`config.mk`:
```
export PLATFORM = sky130hd
export DESIGN_NAME = instr_sequencer
export DESIGN_NICKNAME = d
export VERILOG_FILES = /design/src/rtl/instr_sequencer.sv
export SDC_FILE = /design/constraint.sdc
export NUM_CORES = 1
export LEC_CHECK = 0
export BUFFER_PORTS_ARGS = -buffer_cell sky130_fd_sc_hd__buf_2
export CAP_MARGIN = 10
export CORE_ASPECT_RATIO = 1.5
export CORE_MARGIN = 2
export CORE_UTILIZATION = 50
export CTS_BUF_LIST = sky130_fd_sc_hd__clkbuf_4 sky130_fd_sc_hd__clkbuf_8 sky130_fd_sc_hd__clkbuf_16
export CTS_CLUSTER_DIAMETER = 200
export DETAILED_ROUTE_END_ITERATION = 8
export MAX_ROUTING_LAYER = met4
export PLACE_DENSITY = 0.85
export SYNTH_ARGS = -nofsm -noshare
export SYNTH_HDL_FRONTEND = slang
export SYNTH_SLANG_ARGS = --single-unit
```
`constraint.sdc`:
```
create_clock -name clock -period 3.6 [get_ports clock]
set_clock_uncertainty 0.1 [all_clocks]
set_input_delay 0.18 -clock clock [delete_from_list [all_inputs] [get_ports clock]]
set_output_delay 0.18 -clock clock [all_outputs]
set_load 0.05 [all_outputs]
```
`src/rtl/instr_sequencer.sv`:
```
// ---------------------------------------------------------------------------
// instr_sequencer
//
// Multi-cycle control sequencer for the jacaranda-8 core. Each instruction
// runs FETCH -> DECODE -> (MEM) -> WB. The instruction is fetched over a
// req/ack instruction-memory port and held in the instruction register.
// The sequencer issues the register-file, flag, PC-update and retire
// strobes to the datapath.
//
// Optional feature: define INSTR_SEQ_TIMEOUT_EN to enable a handshake
// watchdog. When it is enabled, a fetch or data access that waits
// TIMEOUT cycles without an ack sets the sticky err flag and returns the
// sequencer to IDLE.
//
// Parameters
//   TIMEOUT        watchdog limit in cycles (2..255)
// Ports
//   clock          rising-edge system clock
//   reset_n        asynchronous active-low reset
//   run            level enable, sampled in IDLE and at the end of WB
//   imem_req/addr  instruction fetch request and address (address = pc)
//   imem_ack/rdata fetch acknowledge and instruction byte
//   dmem_req/we    data access request, 1 = store / 0 = load
//   dmem_ack       data access complete
//   branch_taken   branch condition, sampled in WB
//   branch_target  jump address, sampled in WB
//   instr          instruction register
//   pc             program counter
//   reg_we         register-file write strobe (WB)
//   flag_we        compare-flag write strobe (WB)
//   retired        one-cycle pulse per completed instruction
//   busy           high whenever the sequencer is not idle
//   err            sticky handshake-timeout flag
// ---------------------------------------------------------------------------
module instr_sequencer #(
    parameter int TIMEOUT = 16
) (
    input  logic       clock,
    input  logic       reset_n,
    input  logic       run,
    output logic       imem_req,
    output logic [7:0] imem_addr,
    input  logic       imem_ack,
    input  logic [7:0] imem_rdata,
    output logic       dmem_req,
    output logic       dmem_we,
    input  logic       dmem_ack,
    input  logic       branch_taken,
    input  logic [7:0] branch_target,
    output logic [7:0] instr,
    output logic [7:0] pc,
    output logic       reg_we,
    output logic       flag_we,
    output logic       retired,
    output logic       busy,
    output logic       err
);

    typedef enum logic [2:0] {
        IDLE   = 3'd0,
        FETCH  = 3'd1,
        DECODE = 3'd2,
        MEM    = 3'd3,
        WB     = 3'd4
    } state_t;

    // Reject an out-of-range watchdog limit when the design is elaborated.
    if (TIMEOUT < 2 || TIMEOUT > 255) begin : g_bad_timeout
        $error("instr_sequencer: TIMEOUT must be in 2..255");
    end

    state_t state;
    state_t state_next;
    logic   err_q;
    logic   timeout_hit;

    // Opcode classes are decoded from the instruction register. They are
    // only consulted once the register holds the current instruction.
    logic [3:0] opcode;
    logic       is_ld;
    logic       is_st;
    logic       is_mem;
    logic       is_branch;
    logic       is_cmp;
    logic       writes_reg;

    assign opcode     = instr[7:4];
    assign is_ld      = (opcode == 4'd14);
    assign is_st      = (opcode == 4'd15);
    assign is_mem     = is_ld | is_st;
    assign is_branch  = (opcode == 4'd10) | (opcode == 4'd11);
    assign is_cmp     = (opcode == 4'd9);
    assign writes_reg = !(is_cmp | is_branch | is_st);

    assign imem_addr = pc;
    assign err       = err_q;

`ifdef INSTR_SEQ_TIMEOUT_EN
    // Watchdog. The counter restarts on every entry to a handshake state
    // and advances on each cycle that state waits without an ack. Reaching
    // TIMEOUT-1 while the ack is still missing means TIMEOUT cycles have
    // been spent waiting, counting the current one.
    localparam logic [7:0] TIMEOUT_LAST = 8'(TIMEOUT - 1);

    logic [7:0] wait_cnt;

    assign timeout_hit = (wait_cnt == TIMEOUT_LAST) &&
                         (((state == FETCH) && !imem_ack) ||
                          ((state == MEM) && !dmem_ack));

    always_ff @(posedge clock or negedge reset_n) begin
        if (!reset_n) begin
            wait_cnt <= 8'd0;
        end else if ((state_next != state) &&
                     ((state_next == FETCH) || (state_next == MEM))) begin
            wait_cnt <= 8'd0;
        end else if (((state == FETCH) && !imem_ack) ||
                     ((state == MEM) && !dmem_ack)) begin
            wait_cnt <= wait_cnt + 8'd1;
        end
    end

    // The error flag is sticky until reset.
    always_ff @(posedge clock or negedge reset_n) begin
        if (!reset_n) begin
            err_q <= 1'b0;
        end else if (timeout_hit) begin
            err_q <= 1'b1;
        end
    end
`else
    // Without the watchdog the handshakes wait indefinitely.
    assign timeout_hit = 1'b0;
    assign err_q       = 1'b0;
`endif

    // Next-state logic. A falling run never aborts an instruction, because
    // run is only consulted in IDLE and at the end of WB. While err is set,
    // IDLE refuses to start.
    always_comb begin
        state_next = state;
        case (state)
            IDLE:    if (run && !err_q) state_next = FETCH;
            FETCH:   begin
                         if (imem_ack)         state_next = DECODE;
                         else if (timeout_hit) state_next = IDLE;
                     end
            DECODE:  state_next = is_mem ? MEM : WB;
            MEM:     begin
                         if (dmem_ack)         state_next = WB;
                         else if (timeout_hit) state_next = IDLE;
                     end
            WB:      state_next = run ? FETCH : IDLE;
            default: state_next = IDLE;
        endcase
    end

    // Main sequencer register. Every strobe is a flop loaded from the
    // decode of the state being entered. Outputs therefore never glitch
    // and have no combinational path from an input. The asynchronous reset
    // drops all requests at once.
    always_ff @(posedge clock or negedge reset_n) begin
        if (!reset_n) begin
            state    <= IDLE;
            pc       <= 8'h00;
            instr    <= 8'h00;
            imem_req <= 1'b0;
            dmem_req <= 1'b0;
            dmem_we  <= 1'b0;
            reg_we   <= 1'b0;
            flag_we  <= 1'b0;
            retired  <= 1'b0;
            busy     <= 1'b0;
        end else begin
            state <= state_next;

            if ((state == FETCH) && imem_ack) begin
                instr <= imem_rdata;
            end

            // A taken branch loads the target. Otherwise the pc wraps
            // naturally at 8 bits.
            if (state == WB) begin
                if (is_branch && branch_taken) pc <= branch_target;
                else                           pc <= pc + 8'd1;
            end

            imem_req <= (state_next == FETCH);
            dmem_req <= (state_next == MEM);
            dmem_we  <= (state_next == MEM) && is_st;
            reg_we   <= (state_next == WB) && writes_reg;
            flag_we  <= (state_next == WB) && is_cmp;
            retired  <= (state_next == WB);
            busy     <= (state_next != IDLE);
        end
    end

endmodule

```
# Word-level counts from Yosys, hierarchy flattened
# Cells that the tools add are included.
dict set report word_totals {
  ff_bits 26
  latch_bits 0
  ramBits 0
  mem_bits_ro 0
  input_bits 22
  output_inout_bits 32
  elab_cells 42
  n_memories 0
}
dict set report op_classes {
  n_addsub 1
  multipliers 0
  div 0
  n_lt_le_gt_ge 0
  n_eq_ne 12
  n_shift 0
  n_mux 7
  n_bitwise 4
  n_reduce_logical 8
}
# cell count
set ops {}
lappend ops {{== test 4 bit, second input constant} 5}
lappend ops {{one-hot mux 3 bit (5 select lines)} 1}
lappend ops {{two-way mux 3 bit} 4}
lappend ops {{== test 3 x 2 -> 1 bit, second input constant} 3}
lappend ops {{adder 8 x 1 -> 8 bit, second input constant} 1}
lappend ops {{two-way mux 8 bit} 1}
lappend ops {{== test 3 x 1 -> 1 bit, second input constant} 2}
lappend ops {{== test 3 bit, second input constant} 2}
lappend ops {{logical AND 1 bit} 5}
lappend ops {{bitwise OR 1 bit} 4}
lappend ops {{zero test 3 bit} 1}
lappend ops {{nonzero test 3 bit} 1}
lappend ops {{zero test 1 bit} 1}
lappend ops {{two-way mux 1 bit} 1}

# Longest topological paths before layout
dict set report logic_depth {
  word_depth 6
  ltp_mapped 6
  ltp_nobuf 5
}

# Worst setup path before layout
# Ideal clock, no wire load.
dict set report synth_timing {
  path_kind {register to register}
  startpoint {register pc[0], in the netlist imem_addr[0]}
  endpoint {register pc[6], in the netlist imem_addr[6]}
  arrival_time_ns 1.540
  required_time_ns 3.420
  path_slack_ns 1.881
  path_stages_with_launch 6
  n_path_buf 0
  period_less_slack_ns 1.719
  cell_sequence {dfrtp_1 -> ha_1 -> and3_1 -> nand3_1 -> a21oi_1 -> a2bb2oi_1}
}
dict set report synth_via {
  elab_chain_cells 2
}
# item line_no
set synth_rtl {}
lappend synth_rtl {{start, declared} 51} ;# output logic [7:0] pc,
lappend synth_rtl {{start signal, assigned} 184} ;# if (is_branch && branch_taken) pc <= branch_target;
lappend synth_rtl {{start signal, assigned} 185} ;# else pc <= pc + 8'd1;
lappend synth_rtl {{adder 8 x 1 -> 8 bit} 185}
lappend synth_rtl {{two-way mux 8 bit} 184}
# No other way between the ends.
# A chain may end at the register's enable or synchronous reset.

# Worst setup path in the final report
dict set report layout_timing {
  startpoint {register instr[6]}
  endpoint {register pc[0], in the netlist imem_addr[0]}
}
dict set report layout_via {
  elab_chain_cells 4
}
# item line_no
set layout_rtl {}
lappend layout_rtl {{start, declared} 50} ;# output logic [7:0] instr,
lappend layout_rtl {{start signal, assigned} 178} ;# instr <= imem_rdata;
lappend layout_rtl {{== test 4 bit} 91} ;# assign is_branch = (opcode == 4'd10) | (opcode == 4'd11);
lappend layout_rtl {{bitwise OR 1 bit *} 91}
lappend layout_rtl {{logical AND 1 bit *} 184}
lappend layout_rtl {{two-way mux 8 bit *} 184}
# Every way passes the cells marked *; elsewhere a longest branch is shown, timed or not.

==> results.md <==
- Hold_buf cts: 11
- Final Wtd Congestion: 0.814
- Status: finished clean
- CTS buffer count: 3
- First drt pass iteration count: 4
- CP endpoint kind: register
- Max-slew violation count: 0
- Clk sinks: 26
- Ports: 54
- Setup TNS: 0 ns
- Tightest Pin Transition: 0.731 ns
- Critical Path Fanout Max: 20
- Min Tclk post-route: 1.87 ns
- Cell variety after synth: 31
- Final Net Count: 199
- Die X: 45.0 µm
- Setup CP Type: reg -> reg
- Rows: 22
- CTS tree: yes
- Clk root buf: clkbuf_4
- Headroom to the max-slew limit: 0.510
- Max Clk Rate: 0.534 GHz
- ANT cells: 0
- Number of global-route vias before repair: 1033
- Chip height: 65.5 µm
- Initial antenna violation count: 0
- Layout cell share with drive strength beyond 1: 0.368
- Final Hold Fails: 0
- Cell with the most instances after synthesis: dfrtp_1
- DRC violations left: 0
- GRT Total Usage: 0.208
- Vias: 1071
- Detailed Place HPWL: 1880 µm
- Largest area contributor in the netlist: dfrtp_1
- Initial core utilization: 0.521
- Core Region: 2420 µm²
- Async S/R FF share, synth: 1.00
- First-pass GRT wire length: 4350 µm
- Hold_sp: branch_target[1]
- Reg clk slew, reported paths: 0.13 ns
- Largest net degree at the start of global routing: 27
- Critical R2R Launch: instr[6]$_DFFE_PN0P_
- Synthesized Nets: 144
- Post-synth EDFFs: 0
- H-tree Lvls: 1
- Arrival @ worst endpoint: 1.99 ns
- Antenna-violating nets left: 0
- Post-Syn Instances: 121
- Global route overflow: 0
- Synth Warn #: 0
- Mapped Area: 1260 µm²
- Syn Area/Cell: 10.4 µm²
- Top-area cell type share of the netlist area: 0.516
- Worst EP required: 3.72 ns
- WL/cell: 13.3 µm
- Max Cap Viol: 0
- Final setup vio count: 0
- Latest clock arrival within the worst-skew pair: 0.32 ns
- Area growth from synthesis to layout: 25.8%
- Critical Path Start Type: register
- #FFs+latches synth: 26
- RSZ-0062 raised after global routing: false
- Synth area leaders: dfrtp_1 (52%), buf_4 (5.4%), a21oi_1 (4.4%), mux2_2 (3.6%), nand2_1 (3.6%)
- Post-CTS setup repair buffer count: 0
- Final wirelength: 2630 µm
- Initial DRC Count: 37
- PostCTS Resize Cnt: 0
- Post-synth top cells: dfrtp_1 (26), nand2_1 (12), a21oi_1 (11), buf_4 (9), nand3_1 (7)
- Hold slack: 0.0396 ns
- Hold Path Class: in -> reg
- Via-to-Cell Ratio: 5.41
- Seq/Total Area, Yosys: 0.516
- Crit share post-route: 0.520
- Die area: 2950 µm²
- Clock Path Buffers: 2
- Top_reg_cell synth: dfrtp_1
- CP Launch Point: instr[6]$_DFFE_PN0P_
- Port Buf Inserts: 52
## layer usage
metal / wire length (µm) / GRT usage / share of wire
met4: 56 / 0.0956 / 0.021
met1: 1050 / 0.229 / 0.40
met5: 0 / - / 0
met2: 1340 / 0.366 / 0.51
met3: 184 / 0.0192 / 0.070
## logic make-up (layout without fill, tap and decap cells)
| logic type | after synthesis | after routing | share of synthesized area |
|---|---|---|---|
| AOI/OAI and AO/OA | 23 | 23 | 0.106 |
| adders and majority gates | 2 | 2 | 0.0179 |
| muxes | 10 | 10 | 0.0863 |
| and+or+nand+nor | 39 | 39 | 0.170 |
| DFF | 26 | 26 | 0.516 |
| buffers and inverters | 20 | 73 | 0.101 |
| other | 1 | 1 | 0.00297 |
## layout make-up
| cell class | count | area, µm² |
|---|---|---|
| flip-flops and latches | 26 | 651 |
| clock buffers | 3 | 22.5 |
| multi-input cells | 75 | 483 |
| inverters | 6 | 22.5 |
| repair buffers | 64 | 378 |
| fillers | 203 | 836 |
| well taps | 24 | 30.0 |
## flip-flops by register name (all words and copies together) (netlist names)
| signal | cells |
|---|---|
| reg_we | 1 |
| state | 3 |
| dmem_req | 1 |
| instr | 8 |
| retired | 1 |
| dmem_we | 1 |
| imem_addr | 8 |
| busy | 1 |
| flag_we | 1 |
| imem_req | 1 |
## path summary, 6_finish.rpt
path	endpoint	slack, ns	cells after the start
max	imem_addr[0]$_DFFE_PN0N_	1.73	4
min	imem_addr[1]$_DFFE_PN0N_	0.04	3
max reg2reg	imem_addr[0]$_DFFE_PN0N_	1.73	4
min reg2reg	instr[3]$_DFFE_PN0P_	0.40	1
max in group asynchronous	imem_addr[7]$_DFFE_PN0N_	2.77	2
min in group asynchronous	imem_addr[3]$_DFFE_PN0N_	0.26	2
## cells in the final DEF (no fill, tap or decap), types with 2 or more instances in the layout
master / n
buf_2: 52
dfrtp_1: 26
nand2_1: 12
a21oi_1: 11
dlygate4sd3_1: 11
nand3_1: 7
inv_1: 6
nor2_1: 5
nand2b_1: 4
mux2_2: 4
mux2i_1: 3
mux2_1: 3
o21ai_0: 3
o21ai_1: 3
clkbuf_4: 3
or2_2: 2
nand4b_1: 2
o22ai_1: 2
a2bb2oi_1: 2
## critical path, cell delays in order, from the launching register on
cell      delay, ns
dfrtp_1        0.43
nand4b_1       0.67
nand2_1        0.25
nor2_1         0.06
a221o_1        0.26
## per-stage QoR
step / utilization / instance area, µm² / setup slack, ns / cells
2_1_floorplan: - / 1260 / 1.88 / 121
3_3_place_gp: 0.600 / 1450 / 1.85 / 184
3_5_place_dp: 0.600 / 1450 / 1.76 / 184
4_1_cts: 0.655 / 1590 / 1.74 / 198
5_1_grt: 0.655 / 1590 / 1.52 / 198
6_report: 0.655 / 1590 / 1.73 / 198
Power is left out: the tool's default activity adds up to more than one toggle a clock period on the data nets, which glitch-free logic cannot reach.
